$ cat src/rtl/gpio_bank_ctrl.sv
// GPIO bank controller: direction/output registers, synchronised input readback, masked edge interrupts.
// Optional input debouncer enabled by defining GPIO_DEBOUNCE_EN.
module gpio_bank_ctrl #(
   parameter int unsigned WIDTH       = 36,
   parameter int unsigned SYNC_STAGES = 2,
   parameter int unsigned DB_TICK     = 50000
) (
   input  logic             clk,
   input  logic             rst_n,
   input  logic             reg_wr,
   input  logic             reg_rd,
   input  logic [2:0]       reg_addr,
   input  logic [WIDTH-1:0] reg_wdata,
   output logic [WIDTH-1:0] reg_rdata,
   output logic             reg_rvalid,
   input  logic [WIDTH-1:0] gpio_in,
   output logic [WIDTH-1:0] gpio_out,
   output logic [WIDTH-1:0] gpio_oe,
   output logic             irq
);

   typedef enum logic [2:0] {
      A_DIR     = 3'd0,
      A_OUT     = 3'd1,
      A_IN      = 3'd2,
      A_RISE_EN = 3'd3,
      A_FALL_EN = 3'd4,
      A_MASK    = 3'd5,
      A_STATUS  = 3'd6,
      A_NONE    = 3'd7
   } reg_sel_e;

   localparam int unsigned GW = $clog2(SYNC_STAGES + 2);

   if (WIDTH < 1 || WIDTH > 64 || SYNC_STAGES < 2 || DB_TICK < 1) begin : g_bad_cfg
      $error("gpio_bank_ctrl: unsupported parameter set");
   end

   reg_sel_e         sel;
   logic [WIDTH-1:0] sync_q [SYNC_STAGES];
   logic [WIDTH-1:0] pin_s, pin_q, pin_p;
   logic [WIDTH-1:0] dir_r, out_r, rise_en, fall_en, mask, status;
   logic [WIDTH-1:0] edge_set, w1c, rd_mux;
   logic [GW-1:0]    guard_cnt;
   logic             guard_done, db_warm, armed;

   assign sel = reg_sel_e'(reg_addr);

   always_ff @(posedge clk or negedge rst_n) begin
      if (!rst_n) begin
         for (int unsigned i = 0; i < SYNC_STAGES; i++) sync_q[i] <= '0;
      end else begin
         sync_q[0] <= gpio_in;
         for (int unsigned i = 1; i < SYNC_STAGES; i++) sync_q[i] <= sync_q[i-1];
      end
   end

   assign pin_s = sync_q[SYNC_STAGES-1];

`ifdef GPIO_DEBOUNCE_EN
   localparam int unsigned PW = (DB_TICK > 1) ? $clog2(DB_TICK) : 1;

   logic [PW-1:0]    pre_cnt;
   logic             db_tick;
   logic [2:0]       hist [WIDTH];
   logic [WIDTH-1:0] pin_db;
   logic [1:0]       tick_cnt;

   assign db_tick = (pre_cnt == PW'(DB_TICK - 1));

   // pin_q only moves once three consecutive tick samples agree
   always_ff @(posedge clk or negedge rst_n) begin
      if (!rst_n) begin
         pre_cnt  <= '0;
         tick_cnt <= '0;
         db_warm  <= 1'b0;
         pin_db   <= '0;
         for (int unsigned i = 0; i < WIDTH; i++) hist[i] <= '0;
      end else begin
         pre_cnt <= db_tick ? '0 : pre_cnt + 1'b1;
         db_warm <= (tick_cnt == 2'd3);
         if (db_tick) begin
            if (tick_cnt != 2'd3) tick_cnt <= tick_cnt + 1'b1;
            for (int unsigned i = 0; i < WIDTH; i++) begin
               hist[i] <= {hist[i][1:0], pin_s[i]};
               if ({hist[i][1:0], pin_s[i]} == 3'b111)      pin_db[i] <= 1'b1;
               else if ({hist[i][1:0], pin_s[i]} == 3'b000) pin_db[i] <= 1'b0;
            end
         end
      end
   end

   assign pin_q = pin_db;
`else
   assign pin_q   = pin_s;
   assign db_warm = 1'b1;
`endif

   // Edge detection stays disarmed until the synchroniser (and debouncer) has
   // absorbed whatever level the pads held at reset release.
   assign guard_done = (guard_cnt == GW'(SYNC_STAGES + 1));
   assign armed      = guard_done & db_warm;

   always_ff @(posedge clk or negedge rst_n) begin
      if (!rst_n) begin
         guard_cnt <= '0;
         pin_p     <= '0;
      end else begin
         if (!guard_done) guard_cnt <= guard_cnt + 1'b1;
         pin_p <= pin_q;
      end
   end

   assign edge_set = armed ? ((pin_q & ~pin_p & rise_en) | (~pin_q & pin_p & fall_en)) : '0;
   assign w1c      = (reg_wr && sel == A_STATUS) ? reg_wdata : '0;

   always_comb begin
      rd_mux = '0;
      case (sel)
         A_DIR:     rd_mux = dir_r;
         A_OUT:     rd_mux = out_r;
         A_IN:      rd_mux = pin_q;
         A_RISE_EN: rd_mux = rise_en;
         A_FALL_EN: rd_mux = fall_en;
         A_MASK:    rd_mux = mask;
         A_STATUS:  rd_mux = status;
         default:   rd_mux = '0;
      endcase
   end

   always_ff @(posedge clk or negedge rst_n) begin
      if (!rst_n) begin
         dir_r      <= '0;
         out_r      <= '0;
         rise_en    <= '0;
         fall_en    <= '0;
         mask       <= '0;
         status     <= '0;
         irq        <= 1'b0;
         reg_rdata  <= '0;
         reg_rvalid <= 1'b0;
      end else begin
         if (reg_wr) begin
            case (sel)
               A_DIR:     dir_r   <= reg_wdata;
               A_OUT:     out_r   <= reg_wdata;
               A_RISE_EN: rise_en <= reg_wdata;
               A_FALL_EN: fall_en <= reg_wdata;
               A_MASK:    mask    <= reg_wdata;
               default:   ;
            endcase
         end
         // a new edge wins over a simultaneous W1C of the same bit
         status     <= (status & ~w1c) | edge_set;
         irq        <= |(status & mask);
         reg_rvalid <= reg_rd;
         if (reg_rd) reg_rdata <= rd_mux;
      end
   end

   assign gpio_out = out_r;
   assign gpio_oe  = dir_r;

endmodule

$ cat config.mk
export PLATFORM = sky130hd
export DESIGN_NAME = gpio_bank_ctrl
export DESIGN_NICKNAME = d
export VERILOG_FILES = /design/src/rtl/gpio_bank_ctrl.sv
export SDC_FILE = /design/constraint.sdc
export NUM_CORES = 1
export LEC_CHECK = 0
export ABC_AREA = 1
export CAP_MARGIN = 20
export CORE_UTILIZATION = 35
export DETAILED_ROUTE_END_ITERATION = 16
export PLACE_DENSITY = 0.63
export SKIP_CTS_REPAIR_TIMING = 1
export SYNTH_ARGS = -nofsm -noshare
export SYNTH_HDL_FRONTEND = slang
export SYNTH_SLANG_ARGS = --single-unit
$ cat constraint.sdc
create_clock -name clk -period 1.3 [get_ports clk]
set_input_delay 0.13 -clock clk [delete_from_list [all_inputs] [get_ports clk]]
set_output_delay 0.13 -clock clk [all_outputs]
set_load 0.01 [all_outputs]
======== Word-level counts from Yosys, hierarchy flattened ========
Index checks and enable logic that the tools add are counted.
cells by class
  $add $sub $neg .......................... 1
  equal/unequal tests ..................... 7
  mux-type cells .......................... 3
  bitwise logic cells ..................... 11
  reduce and logical (&&, ||, !) cells .... 8
operators with widths
  kind                                           count
  case mux 36 bit (7 select lines)               1
  AND 36 bit                                     6
  NOT 36 bit                                     3
  two-way mux 36 bit                             2
  OR 36 bit                                      2
  OR reduction 36 bit                            1
  AND reduction 2 bit                            5
  == test 3 bit, second input constant           3
  == test 3 x 2 -> 1 bit, second input constant  2
  == test 3 x 1 -> 1 bit, second input constant  1
  logical NOT 3 bit                              1
  adder 2 x 1 -> 2 bit, second input constant    1
  == test 2 bit, second input constant           1
  logical AND 1 bit                              1
storage, ports and cells
  register bits after elaboration ......... 364
  bits of input ports ..................... 79
  output and inout port bits .............. 110
  word-level logic and storage cells ...... 43

======== Longest topological paths before layout ========
  word-level depth ........................ 6
  gate-level depth with buffers ........... 10
  mapped depth without buffers ............ 8

======== Worst setup path after synthesis ========
No wires, ideal clock.
  kind .................................... register -> register
  start point ............................. register guard_cnt[0]
  end point ............................... register status[12]
  library setup time ...................... 83 ps
  data arrival time ....................... 1248 ps
  data required time ...................... 1217 ps
  setup slack ............................. -31 ps
  stages on the path, launching flop included .. 6
  path buffers ............................ 2
  period minus slack after synthesis ...... 1331 ps
  cells stage by stage .................... dfrtp_1 -> ha_1 -> clkbuf_1 -> clkbuf_1 -> nand2_1 -> o21ai_0
between the ends
  cells in the longest elaborated chain, start to end .. 3
ends and longest elaborated chain
  what                    RTL line  text
  from (decl)             44        logic [GW-1:0] guard_cnt;
  from (signal assigned)  109       if (!guard_done) guard_cnt <= guard_cnt + 1'b1;
  == test 2 bit           101       assign guard_done = (guard_cnt == GW'(SYNC_STAGES + 1));
  two-way mux 36 bit      114       assign edge_set = armed ? ((pin_q & ~pin_p & rise_en) | (~pin_q & pin_p & fall_en)) : '0;
  OR 36 bit               154       status <= (status & ~w1c) | edge_set;
  to (signal assigned)    154
  to (decl)               42        logic [WIDTH-1:0] dir_r, out_r, rise_en, fall_en, mask, status;
Every way passes these cells.
A chain may end at the register's enable or synchronous reset.

======== Final worst setup path ========
  start point ............................. register irq
  end point ............................... output port irq
RTL lines
  what                    RTL line  text
  from (decl)             19        output logic irq
  from (signal assigned)  155       irq <= |(status & mask);
No word-level cell between the ends.

==> flow_metrics.py <==
metrics = {
    "run_status": {
        "status": "finished, final reports clean",
    },
    "drt": {
        "num_vias": 13400,
        "wl_per_cell_um": 18.0,
        "drtIter0Drc": 1108,
        "drt-pass1-iter-count": 6,
        "viasPerCell": 5.09,
        "drt-total-wl_mm": 47.6,
        "detail-route-antenna-nets": 0,
        "post-route-drc-count": 0,
    },
    "clocking": {
        "insertion_delay_ns": 0.56,
        "clk_transition_reported_paths_ns": 0.06,
        "cts_sinks": 364,
        "cts-root-buf": "clkbuf_16",
        "cts_tree": "yes",
        "clockBufferDepth": 3,
        "htree_levels": 2,
        "cts_buffers": 40,
    },
    "worst_setup_path": {
        "crit_path_end_kind": "output pin",
        "crit_fanout": 1,
        "critical_path_buf_inv_count": 1,
        "cp.arrival_ns": 1.16,
        "crit_chain": "clkbuf_2",
        "required_ns": 1.17,
        "worstSetupStartpointType": "register",
        "crit_type": "register to output pin",
        "cp_slowest_stage_delay_ns": 0.44,
        "cp_top_family": "flip-flops",
        "cpMaxStageDelayCell": "dfrtp_1",
        "rr_startpoint": "mask[1]$_DFFE_PN0P_",
        "crit_start": "irq$_DFF_PN0_",
    },
    "timing": {
        "slew_headroom_pct": 75.7,
        "worst_pin_slew_ns": 0.365,
        "grt_setup_unrepaired": "yes",
        "fin_ws_ns": 0.00688,
        "final.setup.tns_ns": 0,
        "timing.hold.ws_ns": 0.00362,
        "period_share_pct": 99.5,
        "fin_crit_ns": 1.29,
        "maxClockFrequency_mhz": 773,
        "setup_viol": 0,
        "hold_viol_final": 0,
        "fin_skew_ns": 0.0159,
        "final-max-slew-violation-count": 0,
    },
    "power": {
        "p_sw_uw": 8710,
        "power.density_nw_per_um2": 1520,
        "peakVddDrop_mv": 0.784,
        "power.leakage_uw": 0.0108,
        "power_frac_clock_pct": 38.2,
        "p_int_uw": 22300,
        "comb_power_share_pct": 17.0,
        "p_sw_share_pct": 28.1,
        "seqPwrFrac_pct": 44.9,
    },
    "yosys": {
        "syn_area_per_cell_um2": 8.63,
        "async_flop_share_pct": 100,
        "syn_inst": 1782,
        "synth_top_cell_area_share_pct": 59.2,
        "syn-cell-area_um2": 15400,
        "synthDistinctLibCells": 24,
        "synth_flop_cell": "dfrtp_1",
        "yosysWarnings": 0,
        "yosysMostFrequentCell": "nand2_1",
        "netlist_top_cells_count": "nand2_1, dfrtp_1, o21ai_0, nor2_1, nand4_1",
        "ys_ff_latch": 364,
        "syn_nets": 1862,
        "synthTopCellsByArea": "dfrtp_1, nand2_1, o21ai_0",
        "ys_seq_area_share_pct": 59.2,
        "synth_edf_count": 0,
        "yosysTopAreaCell": "dfrtp_1",
    },
    "layout": {
        "drive_above_1_share_pct": 11.4,
        "nNetsFinal": 2103,
        "fill_cells": 4092,
        "antenna_cells": 0,
        "post-route-util_pct": 47.2,
        "syn_to_final_growth_pct": 32.4,
        "fin_cells": 2639,
    },
    "die": {
        "start_util_pct": 35.6,
        "row_count": 76,
        "die_h_um": 212,
        "io_pins": 189,
        "dieArea_um2": 44800,
        "die_w_um": 212,
        "core_area_um2": 43200,
    },
    "job": {
        "maxCapViolCount": 0,
    },
    "placed_design": {
        "place_inst": 2521,
        "port_buffers": 188,
        "place.gp.congestion": 0.829,
        "post-place-ws_ns": -0.265,
        "hpwl_mm": 31.3,
    },
    "grt": {
        "grt_start_max_net_pins": 66,
        "antenna_found_initial": 0,
        "grt_pass1_vias": 12900,
        "grt_pass1_wl_mm": 74.2,
        "grtUsageTotal_pct": 21.5,
        "gr-total-overflow": 0,
    },
    "worst_hold_path": {
        "holdCritStartpoint": "gpio_in[30]",
        "hold_path.class": "input port to register",
    },
}
==> sequential cells by signal (all words and copies together) (netlist names) <==
signal      count
irq             1
fall_en        36
rise_en        36
pin_p          36
gpio_oe        36
status         36
sync_q         36
reg_rvalid      1
gpio_out       36
pin_q          36
reg_rdata      36
guard_cnt       2
mask           36
==> placed cells by master (no fill, tap or decap), drive strengths merged <==
cell / n
dlymetal6s2s: 78
nor2: 120
xnor2: 1
clkdlybuf4s50: 73
inv: 112
dlygate4sd3: 8
a21oi: 36
mux2: 1
clkinvlp: 3
ha: 1
clkbuf: 85
o21ai: 288
nand4: 113
buf: 120
clkinv: 12
nand3: 113
bufinv: 5
nand2: 521
dfrtp: 364
==> path summary, 6_finish.rpt <==
path                                              to  slack [ns]  depth (start not counted)
max                                              irq       0.007                          1
min                             sync_q[66]$_DFF_PN0_       0.004                          1
max reg2reg                            irq$_DFF_PN0_        0.13                          4
min reg2reg                      pin_q[20]$_DFF_PN0_        0.35                          0
max in group asynchronous       sync_q[49]$_DFF_PN0_        0.56                          4
min in group asynchronous  reg_rdata[29]$_DFFE_PN0P_        0.02                          2
==> power groups by stage <==
stage	logic, uW	registers [uW]	clock network [uW]
floorplan	2160	14100	0
global placement	5110	14100	0
detailed placement	5210	14100	0
CTS	5240	14000	12100
global route	5910	14100	12500
finish	5270	13900	11800
==> final cells by class <==
class                   count  area (um2)  area share, %
clock inverters            20         259           1.27
inverters                 112         423           2.08
clock buffers              53        1120           5.51
repair buffers            311        3290           16.2
flip-flops and latches    364        9110           44.7
well taps                 585         732           3.59
multi-input cells        1194        5430           26.6
==> layer usage <==
layer	track usage (%)	share of wire, %	vias to the layer above
met3	3.26	6.4	63
met5	0	0	-
li1	-	-	6367
met1	31.6	46	6563
met2	32.6	45	449
met4	6.80	2.1	0
==> cell families (layout without fill, tap and decap cells) <==
| family | count (synthesis) | count (layout) | share of synthesized area [%] |
|---|---|---|---|
| multiplexers | 1 | 1 | 0.0732 |
| flip-flops | 364 | 364 | 59.2 |
| adder cells (fa/ha/maj) | 1 | 1 | 0.0813 |
| AND/OR/NAND/NOR | 867 | 867 | 24.2 |
| XOR/XNOR | 1 | 1 | 0.0569 |
| buffers and inverters | 224 | 496 | 5.80 |
| AO/OA/AOI/OAI | 324 | 324 | 10.5 |
==> stage by stage <==
| stage | total power [uW] | area [um2] |
|---|---|---|
| 2_1_floorplan | 16300 | 15400 |
| 3_3_place_gp | 19200 | 18600 |
| 3_5_place_dp | 19400 | 18600 |
| 4_1_cts | 31300 | 20000 |
| 5_1_grt | 32500 | 20400 |
| 6_report | 31000 | 20400 |
(Power assumes the default switching activity.)
